### src/rtl/vm2002_change_dispenser.sv
`default_nettype none
// ============================================================================
// Module   : vm2002_change_dispenser
// Purpose  : Greedy coin payout engine (quarter/dime/nickel) with a
//            valid/ack hopper handshake and saturating coin inventories.
//            Optional hopper-ack timeout: define VM_CHANGE_TIMEOUT_EN.
// Revision : 1.0 - initial release
// ============================================================================
module vm2002_change_dispenser #(
    parameter int CNT_W       = 6,
    parameter int INIT_CNT    = 10,
    parameter int ACK_TIMEOUT = 255
) (
    input  logic             clk,
    input  logic             hrst,
    input  logic             srst,
    input  logic             bal_valid,
    output logic             bal_ready,
    input  logic [15:0]      balance,
    output logic             coin_valid,
    output logic [1:0]       coin,
    input  logic             coin_ack,
    input  logic             restock,
    input  logic [1:0]       restock_coin,
    input  logic [CNT_W-1:0] restock_count,
    output logic [CNT_W-1:0] nickel_cnt,
    output logic [CNT_W-1:0] dime_cnt,
    output logic [CNT_W-1:0] quarter_cnt,
    output logic [15:0]      remaining,
    output logic             done,
    output logic             short_change,
    output logic             timeout_err
);

    localparam logic [1:0] c_S_IDLE   = 2'd0;
    localparam logic [1:0] c_S_SELECT = 2'd1;
    localparam logic [1:0] c_S_ISSUE  = 2'd2;
    localparam logic [1:0] c_S_FINISH = 2'd3;

    localparam logic [1:0] c_COIN_NONE    = 2'b00;
    localparam logic [1:0] c_COIN_NICKEL  = 2'b01;
    localparam logic [1:0] c_COIN_DIME    = 2'b10;
    localparam logic [1:0] c_COIN_QUARTER = 2'b11;

    localparam logic [CNT_W-1:0] c_CNT_MAX  = {CNT_W{1'b1}};
    localparam logic [CNT_W-1:0] c_CNT_INIT = CNT_W'(INIT_CNT);

    logic [1:0]       r_state;
    logic             r_bal_ready;
    logic             r_coin_valid;
    logic [1:0]       r_coin;
    logic [15:0]      r_remaining;
    logic             r_done;
    logic             r_short;
    logic [CNT_W-1:0] r_nickel_cnt;
    logic [CNT_W-1:0] r_dime_cnt;
    logic [CNT_W-1:0] r_quarter_cnt;

    logic w_ack_take;
    logic w_dec_n, w_dec_d, w_dec_q;
    logic w_add_n, w_add_d, w_add_q;

    function automatic logic [15:0] f_coin_value(input logic [1:0] code);
        case (code)
            c_COIN_NICKEL:  return 16'd5;
            c_COIN_DIME:    return 16'd10;
            c_COIN_QUARTER: return 16'd25;
            default:        return 16'd0;
        endcase
    endfunction

    // The extra headroom bit keeps count - 1 + add from wrapping before saturation.
    function automatic logic [CNT_W-1:0] f_next_cnt(input logic [CNT_W-1:0] cnt,
                                                    input logic             dec,
                                                    input logic             add_en,
                                                    input logic [CNT_W-1:0] add);
        logic [CNT_W:0] sum;
        sum = {1'b0, cnt} + (add_en ? {1'b0, add} : {(CNT_W+1){1'b0}})
              - {{CNT_W{1'b0}}, dec};
        if (sum > {1'b0, c_CNT_MAX})
            return c_CNT_MAX;
        return sum[CNT_W-1:0];
    endfunction

    // An abort in the same cycle as an ack leaves the inventory untouched.
    assign w_ack_take = (r_state == c_S_ISSUE) && coin_ack && !srst;
    assign w_dec_n    = w_ack_take && (r_coin == c_COIN_NICKEL);
    assign w_dec_d    = w_ack_take && (r_coin == c_COIN_DIME);
    assign w_dec_q    = w_ack_take && (r_coin == c_COIN_QUARTER);
    assign w_add_n    = restock && (restock_coin == c_COIN_NICKEL);
    assign w_add_d    = restock && (restock_coin == c_COIN_DIME);
    assign w_add_q    = restock && (restock_coin == c_COIN_QUARTER);

`ifdef VM_CHANGE_TIMEOUT_EN
    localparam int c_TMO_W = ($clog2(ACK_TIMEOUT + 1) > 8) ? $clog2(ACK_TIMEOUT + 1) : 8;
    logic [c_TMO_W-1:0] r_tmo;
    logic               r_timeout_err;
    assign timeout_err = r_timeout_err;
`else
    logic [31:0] w_unused_tmo;
    assign w_unused_tmo = ACK_TIMEOUT;
    assign timeout_err  = 1'b0;
`endif

    always_ff @(posedge clk) begin
        if (hrst) begin
            r_state       <= c_S_IDLE;
            r_bal_ready   <= 1'b1;
            r_coin_valid  <= 1'b0;
            r_coin        <= c_COIN_NONE;
            r_remaining   <= 16'd0;
            r_done        <= 1'b0;
            r_short       <= 1'b0;
            r_nickel_cnt  <= c_CNT_INIT;
            r_dime_cnt    <= c_CNT_INIT;
            r_quarter_cnt <= c_CNT_INIT;
`ifdef VM_CHANGE_TIMEOUT_EN
            r_tmo         <= '0;
            r_timeout_err <= 1'b0;
`endif
        end else begin
            r_done        <= 1'b0;
            r_short       <= 1'b0;
            r_nickel_cnt  <= f_next_cnt(r_nickel_cnt,  w_dec_n, w_add_n, restock_count);
            r_dime_cnt    <= f_next_cnt(r_dime_cnt,    w_dec_d, w_add_d, restock_count);
            r_quarter_cnt <= f_next_cnt(r_quarter_cnt, w_dec_q, w_add_q, restock_count);
`ifdef VM_CHANGE_TIMEOUT_EN
            r_timeout_err <= 1'b0;
`endif
            if (srst && (r_state != c_S_IDLE)) begin
                r_state      <= c_S_IDLE;
                r_bal_ready  <= 1'b1;
                r_coin_valid <= 1'b0;
                r_coin       <= c_COIN_NONE;
            end else begin
                case (r_state)
                    c_S_IDLE: begin
                        if (bal_valid && r_bal_ready) begin
                            r_remaining <= balance;
                            r_bal_ready <= 1'b0;
                            r_state     <= c_S_SELECT;
                        end
                    end
                    c_S_SELECT: begin
                        if (r_remaining == 16'd0) begin
                            r_done  <= 1'b1;
                            r_state <= c_S_FINISH;
                        end else if (r_remaining >= 16'd25 && r_quarter_cnt != '0) begin
                            r_coin       <= c_COIN_QUARTER;
                            r_coin_valid <= 1'b1;
                            r_state      <= c_S_ISSUE;
                        end else if (r_remaining >= 16'd10 && r_dime_cnt != '0) begin
                            r_coin       <= c_COIN_DIME;
                            r_coin_valid <= 1'b1;
                            r_state      <= c_S_ISSUE;
                        end else if (r_remaining >= 16'd5 && r_nickel_cnt != '0) begin
                            r_coin       <= c_COIN_NICKEL;
                            r_coin_valid <= 1'b1;
                            r_state      <= c_S_ISSUE;
                        end else begin
                            r_short <= 1'b1;
                            r_state <= c_S_FINISH;
                        end
`ifdef VM_CHANGE_TIMEOUT_EN
                        r_tmo <= c_TMO_W'(ACK_TIMEOUT);
`endif
                    end
                    c_S_ISSUE: begin
                        if (coin_ack) begin
                            r_remaining  <= r_remaining - f_coin_value(r_coin);
                            r_coin       <= c_COIN_NONE;
                            r_coin_valid <= 1'b0;
                            r_state      <= c_S_SELECT;
                        end
`ifdef VM_CHANGE_TIMEOUT_EN
                        else if (r_tmo < c_TMO_W'(2)) begin
                            r_coin        <= c_COIN_NONE;
                            r_coin_valid  <= 1'b0;
                            r_timeout_err <= 1'b1;
                            r_bal_ready   <= 1'b1;
                            r_state       <= c_S_IDLE;
                        end else begin
                            r_tmo <= r_tmo - 1'b1;
                        end
`endif
                    end
                    default: begin
                        r_bal_ready <= 1'b1;
                        r_state     <= c_S_IDLE;
                    end
                endcase
            end
        end
    end

    assign bal_ready    = r_bal_ready;
    assign coin_valid   = r_coin_valid;
    assign coin         = r_coin;
    assign remaining    = r_remaining;
    assign done         = r_done;
    assign short_change = r_short;
    assign nickel_cnt   = r_nickel_cnt;
    assign dime_cnt     = r_dime_cnt;
    assign quarter_cnt  = r_quarter_cnt;

endmodule
`default_nettype wire

### config.mk
export PLATFORM = sky130hd
export DESIGN_NAME = vm2002_change_dispenser
export DESIGN_NICKNAME = d
export VERILOG_FILES = /design/src/rtl/vm2002_change_dispenser.sv
export SDC_FILE = /design/constraint.sdc
export NUM_CORES = 1
export LEC_CHECK = 0
export BUFFER_PORTS_ARGS = -buffer_cell sky130_fd_sc_hd__buf_2
export CORE_ASPECT_RATIO = 1.75
export CORE_MARGIN = 10
export CORE_UTILIZATION = 50
export CTS_CLUSTER_SIZE = 8
export DETAILED_ROUTE_END_ITERATION = 12
export MAX_ROUTING_LAYER = met4
export PLACE_DENSITY = 0.8
export SYNTH_ARGS = -nofsm -noshare
export SYNTH_HDL_FRONTEND = slang
export SYNTH_SLANG_ARGS = --single-unit
### constraint.sdc
create_clock -name clk -period 4.8 [get_ports clk]
set_input_delay 0.48 -clock clk [delete_from_list [all_inputs] [get_ports clk]]
set_output_delay 0.48 -clock clk [all_outputs]
set_load 0.05 [all_outputs]
==> results of run 1 <==
-- kinds of logic (layout without fill, tap and decap cells) --
group                    Yosys count  after routing  share of synthesized area
flip-flops                        42             42                     0.2546
other                              1              1                   0.001136
AO/OA/AOI/OAI                     97             97                     0.1948
multiplexers                       5              5                    0.01554
AND/OR/NAND/NOR                  122            122                     0.1857
XOR/XNOR                          17             17                    0.04509
adder cells (fa/ha/maj)           50             50                     0.1986
buffers and inverters             83            144                     0.1046
-- path summary, 6_finish.rpt --
kind	startpoint	cells past startpoint	slack (ns)	end
worst max-delay path	r_state[0]$_SDFFE_PP0P_	14	1.59	quarter_cnt[3]$_SDFF_PP1_
worst min-delay path	coin_valid$_SDFFE_PP0P_	2	0.46	coin_valid$_SDFFE_PP0P_
worst max register to register	r_state[0]$_SDFFE_PP0P_	14	1.59	quarter_cnt[3]$_SDFF_PP1_
worst min register to register	coin_valid$_SDFFE_PP0P_	2	0.46	coin_valid$_SDFFE_PP0P_
-- synth_stat cells, types with 7 or more instances --
master	n	area share
a211oi_1	10	0.023
a21oi_1	34	0.052
clkbuf_1	13	0.015
dfxtp_1	42	0.25
ha_1	46	0.17
inv_1	65	0.074
nand2_1	45	0.051
nor2_1	20	0.023
nor3_1	9	0.014
o21ai_0	15	0.023
o31ai_1	7	0.016
xnor2_1	10	0.027
xor2_1	7	0.019
-- registers in the layout, indices dropped and copies added (netlist names) --
signal / cells
done: 1
bal_ready: 1
remaining: 16
dime_cnt: 6
coin_valid: 1
short_change: 1
nickel_cnt: 6
coin: 2
quarter_cnt: 6
r_state: 2
-- routing by layer --
| metal | vias up | track usage | share of wire |
|---|---|---|---|
| li1 | 1557 | - | - |
| met1 | 1457 | 0.1813 | 0.39 |
| met2 | 86 | 0.3237 | 0.53 |
| met3 | 18 | 0.03511 | 0.055 |
| met4 | 0 | 0.08188 | 0.024 |
| met5 | - | - | 0 |
-- layout by cell type (no fill, tap or decap), drive strengths merged, types with 10 or more instances in the layout --
| cell | n |
|---|---|
| a21oi | 34 |
| o21ai | 15 |
| inv | 65 |
| a211oi | 10 |
| ha | 46 |
| dfxtp | 42 |
| nor2 | 20 |
| buf | 71 |
| xnor2 | 10 |
| nand2 | 45 |
-- critical path: stages, from the launching register on --
cell      delay (ns)
dfxtp_1         0.40
inv_1           0.09
ha_1            0.23
nand3b_1        0.20
nor2_1          0.09
ha_1            0.28
inv_1           0.04
ha_1            0.20
fa_1            0.41
a21o_1          0.21
a21oi_1         0.20
o21ai_0         0.14
xnor2_1         0.33
nor2b_1         0.21
nand2_1         0.07
-- power by group through the flow --
stage / clock (µW) / combinational [µW] / sequential, µW
4_1_cts: 332 / 1990 / 615
3_5_place_dp: 0 / 1980 / 622
3_3_place_gp: 0 / 1920 / 618
2_1_floorplan: 0 / 1160 / 1010
6_report: 326 / 1980 / 618
5_1_grt: 344 / 2200 / 639
-- layout make-up --
cell class                      count  area (µm²)  area share
Clock buffer                        7       132.6     0.03490
Tap cell                           82       102.6     0.02700
Timing Repair Buffer               71       360.3     0.09483
Multi-Input combinational cell    292        2116      0.5568
Sequential cell                    42       840.8      0.2213
Inverter                           66       247.7     0.06520
-- through the flow --
step / hold WS, ns / std cells / utilization / total power (µW) / cell area [µm²]
after floorplan: 0.5277 / 417 / - / 2166 / 3302
after detailed placement: 0.4591 / 553 / 0.5651 / 2599 / 3667
after global routing: 0.4935 / 560 / 0.5855 / 3182 / 3800
final: 0.4615 / 560 / 0.5855 / 2927 / 3800
after global placement: 0.4489 / 553 / 0.5651 / 2542 / 3667
after CTS: 0.4689 / 560 / 0.5855 / 2941 / 3800
==> results.tsv, run 1 <==
stage	metric	value	unit
logic_synthesis	syn nets	497	
clock_network	CTS Buf Count	5	
routing	DRT Pass-1 Iters	4	
logic_synthesis	count of flip-flops with a built-in enable after synthesis	0	
critical_path	WP data arrival	3.38	ns
die	Core ar.	6490	µm²
power	Seq pwr share	0.211	
power	pwr dens	770.2	nW/µm²
global_route	first-pass GRT wire length	14.89	mm
power	clock network power share	0.112	
routing	DRC	0	
critical_path	Worst EP required	4.97	ns
power	Pint	1339	µW
die	die area	10380	µm²
flow_run	max_cap viols	0	
finish	Area growth syn-to-layout	15.08	%
die	Starting Density	0.5088	
finish	# nets final	558	
power	peak supply drop	0.3941	mV
power	switching portion of total power	0.5424	
routing	via count	3118	
global_route	initial antenna violation count	0	
logic_synthesis	Syn Std Cell Area	3302	µm²
power	Comb power frac	0.677	
finish	Antenna Cells	0	
global_route	GR Overflow Total	0	
clock_network	setup bufs post-CTS	0	
sta	Max Slew Vio Count	0	
global_route	vias in the first global route	3277	
die	Die H	127.5	µm
logic_synthesis	Post-synth ARST share	0	
sta	worst setup margin	1.593	ns
finish	# fillers	608	
global_route	pin count of the biggest net entering global routing	35	
logic_synthesis	Yosys warning total	0	
power	leak pwr	0.001871	µW
sta	Final Cycle Share	0.6681	
logic_synthesis	post-synthesis sequential area ratio	0.2546	
global_route	Overall Global Routing Usage	0.1812	
clock_network	worst skew pair latency	0.28	ns
die	I/O Pins	71	
run_status	status	completed	
clock_network	CTS clk-pin slew, worst paths	0.06	ns
critical_path	CP max FO	5	
routing	Avg WL per Cell	15.81	µm
sta	final hold vios	0	
sta	Tmin final	3.207	ns
place	GPL Wtd Cong	0.9184	
critical_path	Worst Setup Start Kind	register	
routing	Post-DRT Antenna Nets	0	
sta	Clock Skew	0.002431	ns
clock_network	CTS Sinks	42	
logic_synthesis	post-synth cell types	52	
critical_path	Crit Path Class	reg2reg	
hold_path	worst hold path type	reg2reg	
clock_network	CTS resizes	0	
sta	worst slew margin relative to its limit	0.4372	
logic_synthesis	register bit total from synthesis	42	
clock_network	Clock Tree Root	clkbuf_16	
routing	First DRT Iteration DRCs	153	
place	dpl ws	1.590	ns
clock_network	CTS Hold Bufs	0	
clock_network	clk buf depth	2	
logic_synthesis	syn_area_per_cell	7.918	µm²
critical_path	CP Capture Type	register	
sta	setup tns final	0	ns
clock_network	CTS tree	yes	
sta	Peak Freq	311.8	MHz
routing	vias per inst	5.568	
clock_network	H-tree depth	2	
place	Final HPWL DP	6.944	mm
place	IO buf count	69	
routing	final WL	8.856	mm
finish	share of post-route cells with drive strength above 1	0.1862	
die	floorplan row count	39	
sta	Final setup viols	0	
logic_synthesis	cells after synthesis	417	
die	Die W	81.43	µm
power	Switch Pwr	1587	µW
sta	RSZ-0062 raised after global routing	no	
logic_synthesis	dominant register cell in the synthesized netlist	dfxtp_1	
sta	Worst Tran Pin Value	0.8442	ns
No activity file was read; power rests on OpenSTA's default activity.
==> run 2: changes to the inputs <==
Settings changed: PLACE_DENSITY 0.8 to 0.83.
Clock period 4.8 ns to 2.89 ns, I/O delays scaled along.
==> run 2 against run 1 <==
Effect of this change: maximum frequency increased by 17%; wire length increased by 3.3%; total power increased by 78%; worst hold slack got worse by 0.15 ns; non-clock buffer count increased by 8; setup slack got worse by 1.4 ns; critical path type unchanged; critical endpoint unchanged.
==> results.tsv, run 2 (synthesis gave the netlist of run 1 again) <==
stage	metric	value	unit	change
clock_network	worst skew pair latency	0.29	ns	about the same
critical_path	cell family with most CP delay	adder cells		
die	die area	10380	µm²	unchanged
finish	share of post-route cells with drive strength above 1	0.2444		+0.05816
sta	Max Slew Vio Count	0		unchanged
routing	First DRT Iteration DRCs	147		-3.9%
critical_path	worst path cell trace	inv_4, ha_4, nand3b_1, nor2_1, ha_1, inv_1, ha_2, fa_2, a21o_1, a21oi_2, o21ai_1, xnor2_1, nor2b_2, nand2_1		
die	floorplan row count	39		unchanged
power	pwr dens	1311	nW/µm²	+70%
place	Final HPWL DP	7.209	mm	+3.8%
routing	DRC	0		unchanged
routing	DRT Pass-1 Iters	4		unchanged
finish	Antenna Cells	0		unchanged
critical_path	Worst EP required	3.07	ns	-1.90 ns
die	Die W	81.43	µm	unchanged
sta	worst slew margin relative to its limit	0.3922		-0.04500
critical_path	Slowest Stage Delay on Critical Path	0.37	ns	-0.04 ns
global_route	vias in the first global route	3312		+1.1%
finish	Final Util	0.6127		+0.02718
critical_path	Worst Setup Start Kind	register		
routing	vias per inst	5.582		+0.25%
clock_network	CTS tree	yes		
routing	Post-DRT Antenna Nets	0		unchanged
die	Starting Density	0.5088		unchanged
die	Core ar.	6490	µm²	unchanged
global_route	initial antenna violation count	0		unchanged
finish	Area growth syn-to-layout	20.42	%	
power	leak pwr	0.001922	µW	+2.7%
critical_path	CP max FO	4		-1
critical_path	Crit-path slowest cell	dfxtp_4		
routing	Avg WL per Cell	16.08	µm	+1.7%
critical_path	WP data arrival	2.92	ns	-0.46 ns
flow_run	max_cap viols	0		unchanged
clock_network	CTS clk-pin slew, worst paths	0.06	ns	about the same
critical_path	Crit Path Class	reg2reg		
sta	Tmin final	2.742	ns	-0.4647 ns
critical_path	CP Capture Type	register		
power	total power	5211	µW	+78%
clock_network	clk buf depth	2		unchanged
routing	final WL	9.152	mm	+3.3%
global_route	first-pass GRT wire length	14.75	mm	-0.97%
clock_network	CTS Buf Count	5		unchanged
routing	via count	3176		+1.9%
die	I/O Pins	71		unchanged
clock_network	Clock Tree Root	clkbuf_16		
finish	# nets final	566		+1.4%
die	Die H	127.5	µm	unchanged
clock_network	H-tree depth	2		unchanged
sta	Worst Tran Pin Value	0.9117	ns	+0.06749 ns
sta	Final setup viols	0		unchanged
sta	Peak Freq	364.6	MHz	+17%
finish	most frequent cells in the layout	69 x buf_2, 63 x inv_1, 45 x nand2_1		
global_route	GR Overflow Total	0		unchanged
power	peak supply drop	0.7333	mV	+86%
finish	# fillers	570		-6.3%
global_route	pin count of the biggest net entering global routing	34		-2.9%
place	placed cell count	558		+0.90%
finish	Final Non-Filler Cells	569		+1.6%
sta	Final Cycle Share	0.9489		+0.2808
sta	RSZ-0062 raised after global routing	yes		
clock_network	CTS Sinks	42		unchanged
run_status	status	completed		
place	IO buf count	69		unchanged
critical_path	Buf+Inv Stages, Crit Path	2		unchanged
finish	Largest register FFs	16		unchanged
finish	commonest non-fill, non-tap cell in the layout	buf_2		
hold_path	worst hold path type	in2reg		
sta	Clock Skew	0.005616	ns	+0.003185 ns
place	GPL Wtd Cong	0.9663		+5.2%
sta	final hold vios	0		unchanged
global_route	Overall Global Routing Usage	0.1816		+0.0003534
==> run 2: cell types whose count changed in the layout (fill, tap and decap cells not counted), sizes merged <==
cell	change
buf	+8
clkinv	+1
==> run 2: area by class of cell <==
class | count | area [µm²] | share of cell area
Multi-Input combinational cell | 292 | 2210 | 0.5557
Sequential cell | 42 | 845.8 | 0.2127
Timing Repair Buffer | 79 | 420.4 | 0.1057
Inverter | 66 | 250.2 | 0.06293
Clock buffer | 7 | 142.6 | 0.03587
Tap cell | 82 | 102.6 | 0.02580
Clock inverter | 1 | 5.005 | 0.001259
==> run 2: worst reg2reg max path: stages (launching register included) <==
cell and delay (ns):
dfxtp_4 0.37, inv_4 0.04, ha_4 0.15, nand3b_1 0.15, nor2_1 0.08, ha_1 0.28
inv_1 0.04, ha_2 0.18, fa_2 0.37, a21o_1 0.20, a21oi_2 0.15, o21ai_1 0.09
xnor2_1 0.28, nor2b_2 0.21, nand2_1 0.06
==> run 2: timing repair <==
action	CTS	global route
hold buffers	0	0
pin swaps	1	18
resized for setup	1	21
endpoints found under the setup margin	4	18
cloned	0	0
buffers inserted	0	3
==> run 2: metal layers <==
layer	GRT usage	routed length, µm	vias to the layer above	part of all wire
met5	-	0	-	0
li1	-	-	1570	-
met2	0.3274	4958	109	0.54
met1	0.1765	3497	1477	0.38
met3	0.03792	476	20	0.052
met4	0.08393	220	0	0.024
==> run 2: report_power, final <==
| part | total, µW | internal, µW | switching, µW |
|---|---|---|---|
| Sequential | 1050 | 806 | 239 |
| Clock | 568 | 342 | 225 |
| Combinational | 3600 | 1260 | 2340 |
==> run 2: through the flow <==
step,TNS (ns),hold WS [ns],instance area (µm²),setup WS [ns]
after floorplan,0,0.4770,3312,0.01580
after global placement,0,0.4601,3715,0.1167
after detailed placement,-0.0001723,0.4705,3715,-0.0001723
after CTS,0,0.3066,3870,0.009164
after global routing,-0.2275,0.3601,3976,-0.06384
final,0,0.3101,3976,0.1476
==> run 2: final timing paths <==
check | start | to | slack [ns] | depth (start not counted)
worst max-delay path | r_state[0]$_SDFFE_PP0P_ | quarter_cnt[3]$_SDFF_PP1_ | 0.15 | 14
worst min-delay path | balance[15] | remaining[15]$_SDFFE_PP0P_ | 0.31 | 3
worst max register to register | r_state[0]$_SDFFE_PP0P_ | quarter_cnt[3]$_SDFF_PP1_ | 0.15 | 14
worst min register to register | coin_valid$_SDFFE_PP0P_ | coin_valid$_SDFFE_PP0P_ | 0.47 | 2
==> run 3: changes to the inputs <==
Settings changed: CORE_MARGIN 10 to 4.
==> run 3 against run 2 <==
Effect of this change: first-iteration DRC count is 18% lower; critical path type unchanged; critical endpoint unchanged; largest cell class unchanged; core utilization up 1.6 points; sequential cell count is the same; total power down 2.3%; combinational power grew 1%; sequential share of layout area unchanged; sequential power barely moved; maximum frequency down 1.2%; non-clock buffer count rose by 6; worst hold slack lost 0.0013 ns; die area fell by 23%; wire length down 5.2%.
==> results.tsv, run 3 (synthesis gave the netlist of run 1 again) <==
stage	metric	value	unit	change
die	Die H	115.5	µm	-9.4%
place	Final HPWL DP	6.820	mm	-5.4%
die	I/O Pins	71		unchanged
die	Starting Density	0.5222		+0.01339
die	die area	8019	µm²	-23%
finish	Antenna Cells	0		unchanged
finish	most frequent cells in the layout	69 x buf_2, 63 x inv_1, 45 x nand2_1		
routing	DRC	0		unchanged
sta	Worst Tran Pin Value	0.7416	ns	-0.1701 ns
finish	FF/Latch Area	845.8	µm²	unchanged
clock_network	clk buf depth	2		unchanged
critical_path	Crit Path Class	reg2reg		
routing	First DRT Iteration DRCs	121		-18%
global_route	first-pass GRT wire length	14.06	mm	-4.7%
clock_network	Clock Tree Root	clkbuf_8		
finish	# fillers	562		-1.4%
critical_path	CP Capture Type	register		
finish	# nets final	572		+1.1%
routing	DRT Pass-1 Iters	4		unchanged
sta	RSZ-0062 raised after global routing	yes		
critical_path	Worst Setup Start Kind	register		
routing	WL met2	4.772	mm	-3.8%
finish	Area growth syn-to-layout	20.42	%	unchanged
power	leak pwr	0.001930	µW	+0.41%
sta	Final Cycle Share	0.9604		+0.01145
flow_run	max_cap viols	0		unchanged
place	GPL Wtd Cong	0.9276		-4.0%
finish	Largest register FFs	16		unchanged
routing	vias per inst	5.583		about the same
die	Die W	69.43	µm	-15%
global_route	initial antenna violation count	0		unchanged
global_route	GR Overflow Total	0		unchanged
global_route	vias in the first global route	3289		-0.69%
clock_network	worst skew pair latency	0.29	ns	about the same
run_status	status	completed		
hold_path	worst hold path type	in2reg		
routing	met3 WL	422	µm	-11%
sta	worst slew margin relative to its limit	0.5056		+0.1134
finish	commonest non-fill, non-tap cell in the layout	buf_2		
global_route	pin count of the biggest net entering global routing	34		unchanged
die	floorplan row count	38		-2.6%
clock_network	H-tree depth	2		unchanged
critical_path	CP max FO	5		+1
die	Core ar.	6324	µm²	-2.6%
clock_network	CTS Sinks	42		unchanged
finish	Final Non-Filler Cells	573		+0.70%
routing	Post-DRT Antenna Nets	0		unchanged
routing	Avg WL per Cell	15.13	µm	-5.9%
power	peak supply drop	1.105	mV	+51%
clock_network	CTS Hold Bufs	0		unchanged
finish	share of post-route cells with drive strength above 1	0.2535		+0.009197
routing	via count	3199		+0.72%
global_route	Overall Global Routing Usage	0.2200		+0.03839
clock_network	CTS tree	yes		
power	total power	5090	µW	-2.3%
power	pwr dens	1280	nW/µm²	-2.3%
critical_path	WP data arrival	2.96	ns	+0.04 ns
sta	Final setup viols	0		unchanged
critical_path	Worst EP required	3.07	ns	about the same
routing	highest routed layer	met4		
routing	final WL	8.672	mm	-5.2%
clock_network	CTS Buf Count	5		unchanged
sta	Tmin final	2.775	ns	+0.03309 ns
place	IO buf count	69		unchanged
sta	Peak Freq	360.3	MHz	-1.2%
sta	setup tns final	0	ns	unchanged
clock_network	CTS clk-pin slew, worst paths	0.08	ns	+0.02 ns
sta	Clock Skew	0.004634	ns	-0.0009820 ns
sta	hold_ws	0.3087	ns	-0.001325 ns
sta	final hold vios	0		unchanged
finish	multi-input combinational cell area	2223	µm²	+0.62%
place	placed cell count	559		+0.18%
sta	Max Slew Vio Count	0		unchanged
routing	met1 wire length	3.141	mm	-10%
-- run 3: cell count changes in the layout (fill, tap and decap cells not counted), sizes merged --
cell / delta
buf: +6
-- run 3: cell type report --
class,count,share of cell area
clock buffer,7,0.02171
sequential,42,0.2127
timing repair buffer,85,0.1171
inverter,66,0.06293
clock inverter,1,0.001259
tap,80,0.02517
multi-input combinational,292,0.5592
-- run 3: through the flow --
step           area, µm²  utilization  setup slack (ns)
6_report            3976       0.6288            0.1145
5_1_grt             3976       0.6288          -0.07038
4_1_cts             3839       0.6070          0.004031
3_5_place_dp        3735       0.5906          -0.02023
3_3_place_gp        3735       0.5906           0.09267
2_1_floorplan       3312            -           0.01580
-- run 3: final timing paths --
path | end | cells after the start | slack (ns) | from
max reg2reg | quarter_cnt[3]$_SDFF_PP1_ | 14 | 0.11 | r_state[0]$_SDFFE_PP0P_
min reg2reg | coin_valid$_SDFFE_PP0P_ | 2 | 0.48 | coin_valid$_SDFFE_PP0P_
max | quarter_cnt[3]$_SDFF_PP1_ | 14 | 0.11 | r_state[0]$_SDFFE_PP0P_
min | remaining[15]$_SDFFE_PP0P_ | 3 | 0.31 | balance[15]
-- run 3: power by group --
group / switching (µW) / leakage [µW] / internal (µW)
logic: 2320 / 0.00153 / 1320
registers: 249 / 0.000348 / 805
clock network: 203 / 0.0000482 / 193
-- run 3: what timing repair did --
action | 4_1_cts | 5_1_grt
setup endpoints to repair | 7 | 18
gates resized for setup | 2 | 22
setup buffers | 0 | 6
pin swaps | 1 | 14
hold endpoints to repair | 0 | 0
-- run 3: worst max-delay path, cell delays in order, from the launching register on --
cell and delay, ns:
dfxtp_4 0.39, inv_4 0.04, ha_4 0.15, nand3b_1 0.20, nor2_2 0.08, ha_1 0.28
inv_1 0.04, ha_1 0.20, fa_2 0.36, a21o_1 0.19, a21oi_2 0.16, o21ai_1 0.11
xnor2_1 0.21, nor2b_4 0.20, nand2_1 0.06
-- run 3: per-layer routing --
metal,vias up,GRT usage
met2,108,0.4222
li1,1575,-
met3,26,0.02865
met4,0,0.1226
met1,1490,0.2082
met5,-,-
